$ cat config.mk
export PLATFORM = sky130hd
export DESIGN_NAME = load_store_unit
export DESIGN_NICKNAME = d
export VERILOG_FILES = /design/src/rtl/lsu_pkg.sv /design/src/rtl/load_store_unit_extender.sv /design/src/rtl/load_store_unit.sv
export SDC_FILE = /design/constraint.sdc
export NUM_CORES = 1
export LEC_CHECK = 0
export CAP_MARGIN = 20
export CORE_ASPECT_RATIO = 1.75
export CORE_UTILIZATION = 35
export DETAILED_ROUTE_END_ITERATION = 10
export PLACE_DENSITY_LB_ADDON = 0.25
export SYNTH_ARGS = -nofsm -noshare
export SYNTH_HDL_FRONTEND = slang
export SYNTH_SLANG_ARGS = --single-unit
$ cat constraint.sdc
create_clock -name clk -period 1.6 [get_ports clk]
set_input_delay 0.32 -clock clk [delete_from_list [all_inputs] [get_ports clk]]
set_output_delay 0.32 -clock clk [all_outputs]
set_load 0.005 [all_outputs]
$ cat src/rtl/lsu_pkg.sv
// Shared encodings and helpers for the LEGv8 load/store unit.
// Op codes 5..7 are reserved and reported as illegal.
package lsu_pkg;

  typedef enum logic [2:0] {
    OP_LDUR   = 3'd0,
    OP_LDURSW = 3'd1,
    OP_LDURH  = 3'd2,
    OP_LDURB  = 3'd3,
    OP_STURW  = 3'd4
  } lsu_op_e;

  typedef enum logic [1:0] {
    S_IDLE   = 2'd0,
    S_ACCESS = 2'd1,
    S_RESP   = 2'd2
  } lsu_state_e;

  function automatic logic is_load(input logic [2:0] op);
    return op <= 3'd3;
  endfunction

  function automatic logic is_legal(input logic [2:0] op);
    return op <= 3'd4;
  endfunction

endpackage

$ cat src/rtl/load_store_unit_extender.sv
// Combinational size/sign extension of the raw 64-bit memory word.
// Any non-load op passes the word through unchanged.
module load_extender
  import lsu_pkg::*;
(
  input  logic [2:0]  op_i,
  input  logic [63:0] raw_i,
  output logic [63:0] ext_o
);

  always_comb begin
    ext_o = raw_i;
    case (lsu_op_e'(op_i))
      OP_LDURSW: ext_o = {{32{raw_i[31]}}, raw_i[31:0]};
      OP_LDURH:  ext_o = {48'd0, raw_i[15:0]};
      OP_LDURB:  ext_o = {56'd0, raw_i[7:0]};
      default:   ext_o = raw_i;
    endcase
  end

endmodule

$ cat src/rtl/load_store_unit.sv
// Memory-access stage in front of Data_Memory: one request at a time,
// flags/address/data held for MEM_LAT cycles, load results returned via valid/ready.
module load_store_unit
  import lsu_pkg::*;
#(
  parameter int MEM_LAT = 2,
  parameter int ADDR_W  = 8,
  parameter int TAG_W   = 5
) (
  input  logic              clk,
  input  logic              rst_n,
  input  logic              req_valid,
  output logic              req_ready,
  input  logic [2:0]        req_op,
  input  logic [ADDR_W-1:0] req_addr,
  input  logic [63:0]       req_wdata,
  input  logic [TAG_W-1:0]  req_rd,
  input  logic              flush,
  output logic              resp_valid,
  input  logic              resp_ready,
  output logic [63:0]       resp_data,
  output logic [TAG_W-1:0]  resp_rd,
  output logic              illegal_op,
  output logic              mem_read_data_flag,
  output logic              mem_write_data_flag,
  output logic [ADDR_W-1:0] mem_address_of_data,
  output logic [31:0]       mem_data_to_write,
  input  logic [63:0]       mem_data_read_out
);

  localparam int CNT_W = 4;

  lsu_state_e        state_q;
  logic [2:0]        op_q;
  logic [CNT_W-1:0]  cnt_q;
  logic              flushed_q;
  logic              req_ready_q, resp_valid_q, illegal_q;
  logic              rd_flag_q, wr_flag_q;
  logic [ADDR_W-1:0] addr_q;
  logic [31:0]       wdata_q;
  logic [63:0]       resp_data_q;
  logic [TAG_W-1:0]  resp_rd_q;
  logic [63:0]       ext_d;

  // The write port is 32 bits wide, so the upper store half never leaves the unit.
  logic unused_wdata_hi;
  assign unused_wdata_hi = ^req_wdata[63:32];

  load_extender u_ext (
    .op_i  (op_q),
    .raw_i (mem_data_read_out),
    .ext_o (ext_d)
  );

  always_ff @(posedge clk or negedge rst_n) begin
    if (!rst_n) begin
      state_q      <= S_IDLE;
      op_q         <= '0;
      cnt_q        <= '0;
      flushed_q    <= 1'b0;
      req_ready_q  <= 1'b1;
      resp_valid_q <= 1'b0;
      illegal_q    <= 1'b0;
      rd_flag_q    <= 1'b0;
      wr_flag_q    <= 1'b0;
      addr_q       <= '0;
      wdata_q      <= '0;
      resp_data_q  <= '0;
      resp_rd_q    <= '0;
    end else begin
      illegal_q <= 1'b0;
      case (state_q)
        S_IDLE: begin
          if (req_valid && !flush) begin
            if (is_legal(req_op)) begin
              op_q        <= req_op;
              addr_q      <= req_addr;
              wdata_q     <= req_wdata[31:0];
              resp_rd_q   <= req_rd;
              cnt_q       <= CNT_W'(MEM_LAT - 1);
              flushed_q   <= 1'b0;
              rd_flag_q   <= is_load(req_op);
              wr_flag_q   <= !is_load(req_op);
              req_ready_q <= 1'b0;
              state_q     <= S_ACCESS;
            end else begin
              illegal_q <= 1'b1;
            end
          end
        end
        S_ACCESS: begin
          // A flush seen at any point of a load's access kills its response.
          if (flush && is_load(op_q)) flushed_q <= 1'b1;
          if (cnt_q == '0) begin
            rd_flag_q <= 1'b0;
            wr_flag_q <= 1'b0;
            if (is_load(op_q) && !(flushed_q || flush)) begin
              resp_data_q  <= ext_d;
              resp_valid_q <= 1'b1;
              state_q      <= S_RESP;
            end else begin
              req_ready_q <= 1'b1;
              state_q     <= S_IDLE;
            end
          end else begin
            cnt_q <= cnt_q - CNT_W'(1);
          end
        end
        S_RESP: begin
          if (flush || resp_ready) begin
            resp_valid_q <= 1'b0;
            req_ready_q  <= 1'b1;
            state_q      <= S_IDLE;
          end
        end
        default: begin
          req_ready_q <= 1'b1;
          state_q     <= S_IDLE;
        end
      endcase
    end
  end

  assign req_ready           = req_ready_q;
  assign resp_valid          = resp_valid_q;
  assign resp_data           = resp_data_q;
  assign resp_rd             = resp_rd_q;
  assign illegal_op          = illegal_q;
  assign mem_read_data_flag  = rd_flag_q;
  assign mem_write_data_flag = wr_flag_q;
  assign mem_address_of_data = addr_q;
  assign mem_data_to_write   = wdata_q;

endmodule
==> results.yml, run 1 <==
setup_path:
  slowest_delay_ps: 390
  end_kind: "flip-flop"
  cp-start-kind: "flip-flop"
  cp.arrival_ps: 2120
  critPathSlowestCell: "dfrtp_1"
  path_max_fanout: 15
  cp.buffers_inverters: 3
  critPathTopFamily: "simple AND/OR/NAND/NOR gates"
  crit_required_ps: 1930
  path_cells: "inv_2 -> ha_4 -> or3b_4 -> and3b_2 -> buf_6 -> clkbuf_16 -> nor2_1 -> a21oi_1"
  setup.worst_path.class: "flip-flop to flip-flop"
timing:
  layout_setup_ws_ps: -190
  hold_viol_final: 0
  max_slew_margin_pct: 65.2
  setup_viol: 118
  final_max_slew_viol_count: 0
  fin_crit_sh_pct: 112
  worstMarginPinSlew_ps: 519
  max_freq_ghz: 0.559
  finClkSkew_ps: 5.64
  min_period_ps: 1790
  rsz0062_at_grt: "true"
pwr:
  p_leak_uw: 0.00544
  swShare_pct: 32.3
  ir_worst_vdd_mv: 1.09
  p_comb_share_pct: 40.6
  power_frac_clock_pct: 26.2
  p_int_uw: 10600
  p_per_area_nw_per_um2: 1640
  power.share.sequential_pct: 33.2
  p_sw_uw: 5080
logic_synthesis:
  synth_nets: 689
  synth_area_leaders: "dfrtp_1 62%, nand2_1 19%, a21oi_1 3.2%"
  ys_warn_count: 0
  yosysMostFrequentCell: "nand2_1"
  yosysTopAreaCell: "dfrtp_1"
  ys_seq_area_share_pct: 62.3
  syn-mean-instance-area_um2: 9.27
  synthesis.area_um2: 4990
  synth_common_cells: "254 x nand2_1, 123 x dfrtp_1, 39 x nor2_1"
  ys_types: 37
  synth_edf_count: 0
  async_flop_share_pct: 100
  synth_top_area_share_pct: 61.7
  ys_ff_latch: 124
  syn_inst: 538
  synthFlopType: "dfrtp_1"
drt:
  vias: 4983
  drt-initial-drc-count: 194
  ant_nets: 0
  drc: 0
  vias_per_cell: 4.83
  dr.pass1.iters: 4
  routed_wl_um: 17700
  drt-wirelength-per-cell_um: 17.2
placed_design:
  dpl_worst_slack_ps: -467
  port-buffer-count: 230
  dp_hpwl_um: 10500
  place_congestion: 0.812
grt:
  grt_max_degree: 63
  grt_pass1_vias: 5126
  grt_util_all_layers_pct: 23.1
  overflow: 0
  grt_pass1_wl_um: 26000
  antenna_found_initial: 0
clock_tree:
  root_buffer: "clkbuf_16"
  tritoncts: "yes"
  clk_pin_slew_ps: 60
  cts.htree.levels: 4
  clk_latency_ps: 410
  cts_buffer_depth: 2
  cts_buffers: 17
  cts.sinks: 124
worst_hold_path:
  hold_path.class: "input pin to async pin"
outcome:
  status: "finished, violations left"
  violations: "negative setup slack"
cells_and_area:
  fin_nets: 993
  fin_util_pct: 68.9
  n_antenna_cell: 0
  area.growth.synth_to_final_pct: 92.1
  drive_gt1_share_pct: 30.2
floorplanning:
  coreArea_um2: 13900
  die_w_um: 92.2
  initial_utilization_pct: 35.9
  die_h_um: 160
  num_rows: 57
  top_level_ports: 263
  die_area_um2: 14700
run:
  cap_violations: 0
-- cells by family (layout without fill, tap and decap cells) --
| kind of cell | Yosys count | in the layout | synth area share, % |
|---|---|---|---|
| simple gates | 333 | 334 | 27.2 |
| buf+inv | 31 | 347 | 4.27 |
| compound gates | 45 | 45 | 5.24 |
| xor+xnor | 2 | 2 | 0.351 |
| flops | 124 | 124 | 62.3 |
| fa+ha+maj | 2 | 2 | 0.502 |
| mux | 1 | 1 | 0.226 |
-- area by class of cell --
class / count / area [um^2]
inverter: 2 / 7.51
sequential: 124 / 3100
tap: 177 / 221
multi-input combinational: 384 / 2260
clock inverter: 13 / 190
clock buffer: 19 / 443
timing repair buffer: 313 / 3350
fill: 1039 / 4330
-- worst reg2reg max path: stages, from the launching register on --
cell	delay (ps)
dfrtp_1	390
inv_2	80
ha_4	130
or3b_4	370
and3b_2	260
buf_6	140
clkbuf_16	170
nor2_1	40
a21oi_1	120
-- layout by cell type (no fill, tap or decap), types with 4 or more instances in the layout --
cell / n
nand2_1: 159
dfrtp_1: 123
clkdlybuf4s50_1: 118
nand2_2: 69
dlygate4sd2_1: 63
dlymetal6s2s_1: 48
buf_4: 47
nor2_1: 27
nand2_4: 26
a21oi_1: 21
clkbuf_16: 21
nand3_1: 20
buf_12: 13
nor2_4: 11
a21oi_2: 11
buf_6: 11
nand3_2: 6
buf_16: 5
clkinvlp_4: 4
bufinv_16: 4
-- metal layers --
| layer | track usage (%) | wire [um] | vias to the layer above | share of wire, % |
|---|---|---|---|---|
| met2 | 43.4 | 10300 | 188 | 58 |
| li1 | - | - | 2315 | - |
| met5 | 0 | 0 | - | 0 |
| met1 | 23.6 | 6070 | 2439 | 34 |
| met4 | 11.2 | 615 | 0 | 3.5 |
| met3 | 5.14 | 801 | 41 | 4.5 |
-- power groups by stage --
stage / Sequential, uW / Combinational [uW] / Clock, uW
floorplan: 5230 / 1800 / 0
global placement: 5120 / 5330 / 0
detailed placement: 5160 / 5530 / 0
CTS: 5140 / 5720 / 4170
global route: 5350 / 6890 / 4330
finish: 5220 / 6380 / 4120
-- timing repair --
| item | in CTS | in global routing |
|---|---|---|
| gates cloned | 12 | 5 |
| setup endpoints to repair | 176 | 169 |
| hold endpoints to repair | 72 | 0 |
| setup buffers | 23 | 18 |
| pin swaps | 64 | 74 |
| hold buffers | 1 | 0 |
| gates resized for setup | 136 | 175 |
-- flip-flops by register name, indices dropped and copies added (netlist names), 2 cells and up --
register	cells
resp_data	64
mem_data_to_write	32
mem_address_of_data	8
resp_rd	5
cnt_q	4
op_q	3
state_q	2
-- path summary, 6_finish.rpt --
path                               start                     end  slack, ps  cells past startpoint
max                             cnt_q[1]           resp_data[35]       -190                      8
max in group asynchronous          rst_n               req_ready        770                      3
min                                rst_n  mem_address_of_data[0]        260                      2
min in group clk           req_wdata[30]   mem_data_to_write[30]        450                      3
min reg2reg                 resp_data[2]            resp_data[2]        470                      2
max reg2reg                     cnt_q[1]           resp_data[35]       -190                      8
-- per-stage QoR --
stage	setup TNS, ps	power, uW	area (um^2)	hold slack [ps]	instances
CTS	-15610	15000	8930	253	1017
finish	-16540	15700	9580	262	1032
global placement	-35310	10400	7680	144	948
global route	-23360	16600	9580	247	1032
detailed placement	-42420	10700	7700	146	949
floorplan	-2810	7030	5030	24.4	538
No activity file was read; power rests on OpenSTA's default activity.
==> run 2, diff against run 1 <==
==> constraint.sdc (replaced) <==
create_clock -name clk -period 2.2 [get_ports clk]
set_input_delay 0.33 -clock clk [delete_from_list [all_inputs] [get_ports clk]]
set_output_delay 0.33 -clock clk [all_outputs]
set_load 0.005 [all_outputs]
==> run 2 against run 1 <==
  * The run now ends clean
  * Via count is 11% lower
  * Final area is 15% lower
  * Register-to-register slack better by 440 ps
  * Highest routed layer unchanged
==> results.yml, run 2 (same netlist as run 1, synthesis figures left out) <==
clock_tree:
  cts_resized: 0
  clk_latency_ps: 400
  cts_buffer_depth: 2
  cts_hold_buffers: 1
  tritoncts: "yes"
  cts_buffers: 17
  cts.htree.levels: 4
  root_buffer: "clkbuf_16"
  post_cts_buffers: 0
  clk_pin_slew_ps: 60
  cts.sinks: 124
worst_hold_path:
  hold_path.class: "input pin to flip-flop"
  worstHoldPathCells: 3
  hold_path.startpoint: "req_wdata[30]"
  holdPathEnd: "mem_data_to_write[30]"
drt:
  drc: 0
  drt-wirelength-per-cell_um: 14.3
  wl_met2_um: 7310
  m1WireLength_um: 5140
  routed_wl_um: 13800
  drt-initial-drc-count: 215
  ant_nets: 0
  dr_wl_met3_um: 741
  dr.pass1.iters: 4
  vias_per_cell: 4.62
  top_layer: "met4"
  vias: 4436
cells_and_area:
  final_cell_mix: "254 x nand2_1, 229 x clkdlybuf4s50_1, 123 x dfrtp_1"
  area.growth.synth_to_final_pct: 62.5
  largest_reg_flops: 64
  drive_gt1_share_pct: 7.02
  n_fill_cell: 1258
  final_common_cell: "nand2_1"
  n_antenna_cell: 0
  fin_nets: 921
timing:
  max_slew_margin_pct: 52.1
  rsz0062_at_grt: "false"
  setup_tns_ps: 0
  max_freq_ghz: 0.512
  worstMarginPinSlew_ps: 718
  finClkSkew_ps: 9.00
  final_max_slew_viol_count: 0
  min_period_ps: 1950
  setup_viol: 0
  fin_crit_sh_pct: 88.8
  hold_viol_final: 0
setup_path:
  reg2reg_from: "cnt_q[0]"
  setup.worst_path.class: "flip-flop to flip-flop"
  cp.arrival_ps: 2270
  path_max_fanout: 33
  reg2reg_slack_ps: 250
  rr_worst_depth: 7
  cp-start-kind: "flip-flop"
  end_kind: "flip-flop"
  crit_required_ps: 2520
  reg2reg_to: "resp_data[38]"
floorplanning:
  die_area_um2: 14700
  die_w_um: 92.2
  die_h_um: 160
  top_level_ports: 263
  num_rows: 57
  coreArea_um2: 13900
  initial_utilization_pct: 35.9
placed_design:
  port-buffer-count: 230
  place_congestion: 0.791
  dp_hpwl_um: 9860
pwr:
  power_frac_clock_pct: 27.7
  p_comb_share_pct: 35.7
  p_sw_uw: 3030
  ir_worst_vdd_mv: 0.738
  p_int_uw: 7190
  power.share.sequential_pct: 36.6
  swShare_pct: 29.6
  p_leak_uw: 0.00387
  p_per_area_nw_per_um2: 1260
  power_uw: 10200
run:
  cap_violations: 0
grt:
  grt_pass1_vias: 4718
  grt_pass1_wl_um: 22800
  antenna_found_initial: 0
  grt_max_degree: 70
  grt_util_all_layers_pct: 19.8
  overflow: 0
outcome:
  status: "finished, final reports clean"
## run 2: layer usage
layer	up-vias	GRT usage (%)
met5	-	0
met2	166	34.9
li1	2163	-
met3	37	5.29
met1	2070	21.5
met4	0	10.4
## run 2: worst max-delay path by stage
stage / from / end / slack [ps] / depth (start not counted)
2_1_floorplan: cnt_q[0] / resp_data[16] / 470 / 8
3_3_place_gp: req_valid / mem_data_to_write[27] / 190 / 6
3_5_place_dp: req_valid / resp_rd[2] / 170 / 6
4_1_cts: cnt_q[0] / resp_data[63] / 230 / 7
5_1_grt: cnt_q[0] / resp_data[42] / 130 / 7
6_report: cnt_q[0] / resp_data[38] / 250 / 7
## run 2: final cells by class
class	count	area, um^2	share of cell area (%)
Timing Repair Buffer	242	2480	30.6
Tap cell	177	221	2.73
Sequential cell	124	3100	38.3
Clock inverter	13	166	2.05
Clock buffer	19	443	5.47
Inverter	2	7.51	0.0927
Multi-Input combinational cell	383	1680	20.7
## run 2: stage by stage
stage	util [%]	area (um^2)	hold WS [ps]	setup WS, ps	instances
after floorplan	-	4990	34.4	471	538
after global placement	53.8	7480	355	192	927
after detailed placement	53.8	7480	369	166	927
after CTS	58.3	8100	429	233	960
after global routing	58.3	8100	443	127	960
final	58.3	8100	452	246	960
## run 2: power groups by stage
stage | Clock (uW) | Sequential [uW] | Combinational, uW
after floorplan | 0 | 3800 | 1280
after global placement | 0 | 3730 | 3610
after detailed placement | 0 | 3770 | 3700
after CTS | 2920 | 3750 | 3710
after global routing | 3020 | 3870 | 4040
final | 2830 | 3740 | 3640
## run 2: critical path, stage by stage (launching register included)
cell and delay, ps:
dfrtp_1 380, inv_1 100, ha_1 220, or3b_4 420, and3b_2 340, buf_12 200
nor2_1 60, a21oi_1 130
